===== config.mk =====
export PLATFORM = sky130hd
export DESIGN_NAME = bin_window_feeder
export DESIGN_NICKNAME = d
export VERILOG_FILES = /design/src/rtl/bin_pkg.sv /design/src/rtl/bin_line_buf.sv /design/src/rtl/bin_window_feeder.sv
export SDC_FILE = /design/constraint.sdc
export NUM_CORES = 1
export LEC_CHECK = 0
export CORE_MARGIN = 2
export CORE_UTILIZATION = 50
export DETAILED_ROUTE_END_ITERATION = 6
export HOLD_SLACK_MARGIN = 0.02
export PLACE_DENSITY_LB_ADDON = 0.3
export SLEW_MARGIN = 15
export SYNTH_ARGS = -nofsm -noshare
export SYNTH_HDL_FRONTEND = slang
export SYNTH_HIERARCHICAL = 1
export SYNTH_SLANG_ARGS = --single-unit

===== constraint.sdc =====
create_clock -name clk -period 2.42 [get_ports clk]
set_input_delay 0.242 -clock clk [delete_from_list [all_inputs] [get_ports clk]]
set_output_delay 0.242 -clock clk [all_outputs]
set_load 0.05 [all_outputs]

===== src/rtl/bin_pkg.sv =====
// Shared constants and types for the binary 7x7 window feeder.
package bin_pkg;

    localparam int K  = 7;
    localparam int KK = K * K;

    typedef logic [KK-1:0] bin_win_t;

    localparam int          W_CNT_W   = 6;
    localparam logic [5:0]  W_CNT_MAX = 6'd49;

    // Saturating increment of the weight load count.
    function automatic logic [W_CNT_W-1:0] w_cnt_inc(input logic [W_CNT_W-1:0] cnt);
        if (cnt == W_CNT_MAX) begin
            w_cnt_inc = cnt;
        end else begin
            w_cnt_inc = cnt + 6'd1;
        end
    endfunction

endpackage


===== src/rtl/bin_line_buf.sv =====
// One image row of 1-bit delay: dout is the pixel accepted DEPTH enables ago.
module bin_line_buf #(
    parameter int DEPTH = 28
) (
    input  logic clk,
    input  logic en,
    input  logic din,
    output logic dout
);

    logic [DEPTH-1:0] sr_q;
    logic [DEPTH-1:0] sr_d;

    // Next shift-register contents; only advances on an accepted pixel.
    always_comb begin
        sr_d = sr_q;
        if (en) begin
            sr_d = {sr_q[DEPTH-2:0], din};
        end else begin
            sr_d = sr_q;
        end
    end

    // Storage is intentionally not reset; stale rows are gated out upstream.
    always_ff @(posedge clk) begin
        sr_q <= sr_d;
    end

    assign dout = sr_q[DEPTH-1];

endmodule


===== src/rtl/bin_window_feeder.sv =====
// Builds 7x7 stride-1 windows from a 1-bpp raster stream and loads a serial 49-bit weight.
// Optional macro BIN_WIN_POS_EN adds win_row/win_col (top-left of the presented window).
module bin_window_feeder
    import bin_pkg::*;
#(
    parameter int IMG_W = 28,
    parameter int IMG_H = 28
) (
    input  logic          clk,
    input  logic          rst_n,
    input  logic          pix_in,
    input  logic          pix_valid,
    output logic          pix_ready,
    input  logic          w_bit,
    input  logic          w_bit_valid,
    input  logic          w_clr,
    output logic          w_ready,
    output logic [KK-1:0] w,
    output logic [KK-1:0] img,
    output logic          win_valid,
    input  logic          win_ready,
`ifdef BIN_WIN_POS_EN
    output logic [7:0]    win_row,
    output logic [7:0]    win_col,
`endif
    output logic          frame_done
);

    localparam int CW = $clog2(IMG_W);
    localparam int RW = $clog2(IMG_H);
    localparam logic [CW-1:0] COL_LAST = CW'(IMG_W - 1);
    localparam logic [RW-1:0] ROW_LAST = RW'(IMG_H - 1);
    localparam logic [CW-1:0] COL_MIN  = CW'(K - 1);
    localparam logic [RW-1:0] ROW_MIN  = RW'(K - 1);

    logic [CW-1:0]         col_q, col_d;
    logic [RW-1:0]         row_q, row_d;
    logic [K-1:0][K-1:0]   win_q, win_d;
    bin_win_t              img_q, img_d;
    logic                  win_valid_q, win_valid_d;
    logic                  frame_done_q, frame_done_d;
    bin_win_t              w_q, w_d;
    logic [W_CNT_W-1:0]    w_cnt_q, w_cnt_d;
    logic                  w_ready_q, w_ready_d;
    logic                  accept_s, emit_s;
    logic [K-1:0]          lb_chain_s;

    assign pix_ready  = !win_valid_q || win_ready;
    assign accept_s   = pix_valid && pix_ready;
    assign lb_chain_s[0] = pix_in;

    // lb_chain_s[i] is the pixel i rows above the incoming one, same column.
    for (genvar i = 0; i < K - 1; i++) begin : g_lb
        bin_line_buf #(.DEPTH(IMG_W)) u_lb (
            .clk  (clk),
            .en   (accept_s),
            .din  (lb_chain_s[i]),
            .dout (lb_chain_s[i+1])
        );
    end

    // Raster position, window shift, emission and hold logic.
    always_comb begin
        col_d        = col_q;
        row_d        = row_q;
        win_d        = win_q;
        emit_s       = 1'b0;
        frame_done_d = 1'b0;
        if (accept_s) begin
            for (int r = 0; r < K; r++) begin
                win_d[r] = {lb_chain_s[K-1-r], win_q[r][K-1:1]};
            end
            emit_s       = (row_q >= ROW_MIN) && (col_q >= COL_MIN);
            frame_done_d = (row_q == ROW_LAST) && (col_q == COL_LAST);
            if (col_q == COL_LAST) begin
                col_d = '0;
                if (row_q == ROW_LAST) begin
                    row_d = '0;
                end else begin
                    row_d = row_q + {{(RW-1){1'b0}}, 1'b1};
                end
            end else begin
                col_d = col_q + {{(CW-1){1'b0}}, 1'b1};
            end
        end else begin
            win_d = win_q;
        end

        // Packed row-major: win_q[r][c] lands at img[7*r+c].
        if (emit_s) begin
            win_valid_d = 1'b1;
            img_d       = bin_win_t'(win_d);
        end else if (win_ready) begin
            win_valid_d = 1'b0;
            img_d       = img_q;
        end else begin
            win_valid_d = win_valid_q;
            img_d       = img_q;
        end
    end

    // Serial weight shift with a saturating load count.
    always_comb begin
        w_d     = w_q;
        w_cnt_d = w_cnt_q;
        if (w_bit_valid) begin
            w_d = {w_q[KK-2:0], w_bit};
        end else begin
            w_d = w_q;
        end
        if (w_clr) begin
            w_cnt_d = w_bit_valid ? 6'd1 : 6'd0;
        end else if (w_bit_valid) begin
            w_cnt_d = w_cnt_inc(w_cnt_q);
        end else begin
            w_cnt_d = w_cnt_q;
        end
        w_ready_d = (w_cnt_d == W_CNT_MAX);
    end

    // State and output registers.
    always_ff @(posedge clk or negedge rst_n) begin
        if (!rst_n) begin
            col_q        <= '0;
            row_q        <= '0;
            win_q        <= '0;
            img_q        <= '0;
            win_valid_q  <= 1'b0;
            frame_done_q <= 1'b0;
            w_q          <= '0;
            w_cnt_q      <= '0;
            w_ready_q    <= 1'b0;
        end else begin
            col_q        <= col_d;
            row_q        <= row_d;
            win_q        <= win_d;
            img_q        <= img_d;
            win_valid_q  <= win_valid_d;
            frame_done_q <= frame_done_d;
            w_q          <= w_d;
            w_cnt_q      <= w_cnt_d;
            w_ready_q    <= w_ready_d;
        end
    end

`ifdef BIN_WIN_POS_EN
    logic [7:0] win_row_q, win_row_d;
    logic [7:0] win_col_q, win_col_d;

    // Top-left coordinate travels with img.
    always_comb begin
        if (emit_s) begin
            win_row_d = 8'(row_q) - 8'd6;
            win_col_d = 8'(col_q) - 8'd6;
        end else begin
            win_row_d = win_row_q;
            win_col_d = win_col_q;
        end
    end

    // Position registers.
    always_ff @(posedge clk or negedge rst_n) begin
        if (!rst_n) begin
            win_row_q <= 8'd0;
            win_col_q <= 8'd0;
        end else begin
            win_row_q <= win_row_d;
            win_col_q <= win_col_d;
        end
    end

    assign win_row = win_row_q;
    assign win_col = win_col_q;
`endif

    assign img        = img_q;
    assign win_valid  = win_valid_q;
    assign frame_done = frame_done_q;
    assign w          = w_q;
    assign w_ready    = w_ready_q;

endmodule


# Yosys cells after proc, flatten, opt, wreduce, memory -nomap -nowiden
# Cells that the tools add are included.
# classes
n_addsub,3
n_mul,0
div_mod_pow,0
magnitude_cmp,2
eq_ne,4
shifts,0
muxes,11
bitwise_logic,0
n_reduce_logical,7
# ops
op,n
2-to-1 mux 49 bit,1
2-to-1 mux 6 bit,3
"equality test 6 bit, second input constant",2
"adder 5 x 1 -> 5 bit, second input constant",2
"equality test 5 bit, second input constant",2
">= comparator 5 x 3 -> 1 bit, second input constant",2
2-to-1 mux 5 bit,2
"adder 6 x 1 -> 6 bit, second input constant",1
2-to-1 mux 1 bit,5
logical AND 1 bit,3
AND reduction 2 bit,1
nonzero test 2 bit,1
zero test 1 bit,1
logical OR 1 bit,1
# word_totals
regBits,334
latchBits,0
mem_bits_rw,0
mem_bits_ro,0
input_bits,8
output_inout_bits,102
wordCells,48
n_memories,0

# Logic depth before layout (Yosys ltp)
# logic_depth
word_depth,5
ltp_mapped,7
ltp_nobuf,6

# Cells and area by module
# Netlist, hierarchy kept.
# modules_own_cells
module,n_inst,cells_each,area_per_inst_um2,seq_area_each_um2
bin_window_feeder,1,421,6700.2,4154.0
bin_line_buf,6,28,840.8,840.8

# Least setup slack after synthesis
# No wires, ideal clock.
# synth_path
kind,reg-to-reg
from,reg win_valid_q (netlist: win_valid)
to,reg img_q[41] (netlist: img[41])
setup_ns,0.125
arrival_time_ns,2.430
t_required_ns,2.295
slack_ns,-0.134
path_stages_with_launch,8
n_path_buf,2
period_less_slack_ns,2.554
path_cell_list,dfrtp_1 > nand2b_4 > buf_6 > nand2_8 > inv_6 > buf_8 > mux2_4 > mux2_2
# synth_rtl
element,line,rtl
"start, declared",bin_window_feeder.sv:40,"logic win_valid_q, win_valid_d;"
"start signal, assigned",bin_window_feeder.sv:138,win_valid_q <= win_valid_d;
"end signal, assigned",bin_window_feeder.sv:137,img_q <= img_d;
"end, declared",bin_window_feeder.sv:39,"bin_win_t img_q, img_d;"

# Final worst setup path
# layout_path
from,reg col_q[0]
to,reg img_q[25] (netlist: img[25])
# layout_via
elab_chain_len,3
# layout_rtl
element,line,rtl
"start, declared",bin_window_feeder.sv:36,"logic [CW-1:0] col_q, col_d;"
"start signal, assigned",bin_window_feeder.sv:134,col_q <= col_d;
>= comparator 5 x 3 -> 1 bit,bin_window_feeder.sv:73,emit_s = (row_q >= ROW_MIN) && (col_q >= COL_MIN);
logical AND 1 bit,bin_window_feeder.sv:73,
2-to-1 mux 1 bit,bin_window_feeder.sv:69,if (accept_s) begin
# No other way between the ends.
# A chain may end at the register's enable or synchronous reset.

==> flow_metrics.tcl <==
set metrics [dict create \
    maxCapViolations 0 \
    critPathMaxFanout 25 \
    synth_flop_cell "edfxtp_1" \
    first_pass_iters 6 \
    synth_cells 589 \
    cts_resized 0 \
    cts_sinks 334 \
    dieWidth_um 157.3 \
    cts_tree "yes" \
    gp_congestion 0.7579 \
    path_class "flop to flop" \
    grt_pass1_vias 5637 \
    ys_ff_latch 334 \
    area_delta_synth_final_pct 22.49 \
    syn_nets 603 \
    switching_share_pct 25.78 \
    crit_path_top_delay_cell "dfrtp_1" \
    async_flop_share_pct 49.70 \
    ys_seq_area_share_pct 78.32 \
    finalCritPeriodShare_pct 81.81 \
    drt-total-wl_mm 18.51 \
    leakagePower_nw 5.968 \
    grt_max_degree 66 \
    antenna_cells 0 \
    post-place-ws_ps 208.4 \
    cts_hold_buf 1 \
    startpoint_type "flop" \
    rows 56 \
    syn_area_mm2 0.01175 \
    clk_pin_slew_ps 60 \
    final_layout_size_suffix_gt1_share_pct 27.63 \
    hpwl_mm 11.06 \
    cp_cell_sequence "inv_1 -> ha_1 -> o21a_1 -> o311ai_4 -> buf_12 -> mux2_2" \
    hold_class "primary input to flop" \
    setup_ws_ps 440.1 \
    power.share.clock_pct 35.6 \
    crit_path_end_kind "flop" \
    p_switching_mw 3.661 \
    synth.largest_area_cell "edfxtp_1" \
    cp.arrival_ps 2360 \
    die_area_mm2 0.02473 \
    synth_edf_count 168 \
    use_met2_pct 23.60 \
    placed_cells 1016 \
    use_met1_pct 21.84 \
    final_cells 1079 \
    drt-wirelength-per-cell_um 17.16 \
    nNetsFinal 749 \
    skew_ps 13.67 \
    busiest_layer "met2" \
    grt_overflow 0 \
    num_io_pins 110 \
    status "complete, no violations" \
    tns_ps 0 \
    synth_area_leaders "edfxtp_1, dfrtp_1, mux2_2" \
    hold_violations 0 \
    clockRootBuffer "clkbuf_16" \
    pwr-share-seq_pct 49.5 \
    core_mm2 0.02326 \
    cts_setup_buffers 0 \
    fmax_mhz 505.1 \
    synth_cell_types 43 \
    setup_viol 0 \
    maxSlewViolCount 0 \
    grt_antenna_before_repair 0 \
    share_comb_of_total_power_pct 14.9 \
    grt_pass1_wl_mm 29.84 \
    slew_headroom_pct 57.39 \
    use_met3_pct 3.166 \
    power_density_mw_per_mm2 987.4 \
    grtUsageTotal_pct 15.26 \
    clockBufferDepth 3 \
    critPathRequiredTime_ps 2800 \
    via_per_inst 5.087 \
    cts.htree.levels 2 \
    power.internal_mw 10.54 \
    cpPeakStageDelay_ps 400 \
    portBuffers 109 \
    ir_worst_vdd_mv 0.6890 \
    clkLatencyLatePin_ps 500 \
    vias 5489 \
    synth-warning-count 6 \
    tightest_slew_ps 639.1 \
    start_util_pct 50.49 \
    detail_route.iter0.violations 377 \
    fp.dieH_um 157.3 \
    drt.antenna.violating_nets 0 \
    cts_buffers 35 \
    drc 0 \
    yosys.area.top_type_share_pct 42.95 \
    rsz0062_at_grt "false" \
    avgSynthCellArea_um2 19.94 \
    layout_min_cycle_time_ps 1980 \
]
## worst max-delay path: cells and delay by family, from the launching register on
family	cells	cell delay, ps
compound gates	2	590
mux	1	360
buf+inv	2	310
flops	1	400
fa+ha+maj	1	190
## path summary, 6_finish.rpt
path / from / to / slack (ps) / cells after the start
max in group asynchronous: rst_n / w_cnt_q[0] / 1410 / 3
setup / recovery: col_q[0] / img[25] / 440 / 6
hold / removal: w_bit_valid / w_cnt_q[3] / 250 / 4
min in group asynchronous: rst_n / win_q[11] / 330 / 2
hold reg to reg: g_lb[3].u_lb/sr_q[7] / g_lb[3].u_lb/sr_q[8] / 410 / 0
setup reg to reg: col_q[0] / img[25] / 440 / 6
## cells in the mapped netlist, drive strengths merged, types with 2 or more instances
| master | instances |
|---|---|
| mux2 | 149 |
| nand4 | 4 |
| inv | 8 |
| a21oi | 6 |
| o21ai | 11 |
| ha | 6 |
| o31ai | 3 |
| and4b | 2 |
| nand3 | 4 |
| nor2b | 2 |
| edfxtp | 168 |
| nand2 | 14 |
| nor4b | 2 |
| nand2b | 3 |
| dfrtp | 166 |
| buf | 17 |
| nor2 | 4 |
| nor3 | 2 |
| xnor2 | 2 |
## cells in the final DEF (no fill, tap or decap), drive strengths merged, types with 2 or more instances in the layout
master / n
clkinv: 6
dfrtp: 166
nand2b: 3
nand3: 4
nand2: 14
a21oi: 6
o31ai: 3
buf: 20
mux2: 149
nor2: 4
edfxtp: 168
xnor2: 2
clkdlybuf4s50: 106
nor4b: 2
nor3: 2
inv: 9
and4b: 2
o21ai: 11
nor2b: 2
nand4: 4
clkbuf: 53
ha: 6
## area by class of cell
| type | count | area [um^2] |
|---|---|---|
| Multi-Input combinational cell | 229 | 2382 |
| Tap cell | 319 | 399.1 |
| Fill cell | 1651 | 8876 |
| Timing Repair Buffer | 127 | 1272 |
| Clock inverter | 9 | 72.57 |
| Clock buffer | 53 | 1026 |
| Sequential cell | 334 | 9199 |
| Inverter | 8 | 35.03 |
## state kept, by name, indices dropped and copies added (netlist names)
signal	cells
col_q	5
win_valid	1
w_cnt_q	6
win_q	49
row_q	5
w	49
img	49
w_ready	1
frame_done	1
g_lb.u_lb/sr_q	168
## layer usage
layer | part of all wire [%] | vias up
met5 | 0 | -
met4 | 2.4 | 0
met3 | 4.8 | 39
met2 | 46 | 137
met1 | 46 | 2833
li1 | - | 2480
## metrics by stage
| stage | power, mW | instance area, um^2 | hold WS (ps) | utilization (%) |
|---|---|---|---|---|
| 2_1_floorplan | 8.493 | 11750 | -53.59 | - |
| 3_3_place_gp | 9.170 | 13280 | 279.8 | 57.08 |
| 3_5_place_dp | 9.265 | 13280 | 288.8 | 57.08 |
| 4_1_cts | 14.38 | 14390 | 228.8 | 61.84 |
| 5_1_grt | 14.78 | 14390 | 292.4 | 61.84 |
| 6_report | 14.20 | 14390 | 250.5 | 61.84 |
## power by group through the flow
| stage | clock network [mW] | registers (mW) | logic [mW] |
|---|---|---|---|
| 6_report | 5.06 | 7.03 | 2.12 |
| 5_1_grt | 5.42 | 7.11 | 2.25 |
| 4_1_cts | 5.20 | 7.03 | 2.14 |
| 3_5_place_dp | 0 | 7.13 | 2.14 |
| 3_3_place_gp | 0 | 7.10 | 2.07 |
| 2_1_floorplan | 0 | 7.77 | 0.727 |
## cells by family after synthesis
group                      synth area share (%)
DFF                                       78.32
muxes                                     15.60
and+or+nand+nor                           2.291
AOI/OAI and AO/OA                         1.534
buffers and inverters                     1.395
adders and majority gates                0.6392
xor gates and xnor gates                 0.2238
(Power assumes the default switching activity.)
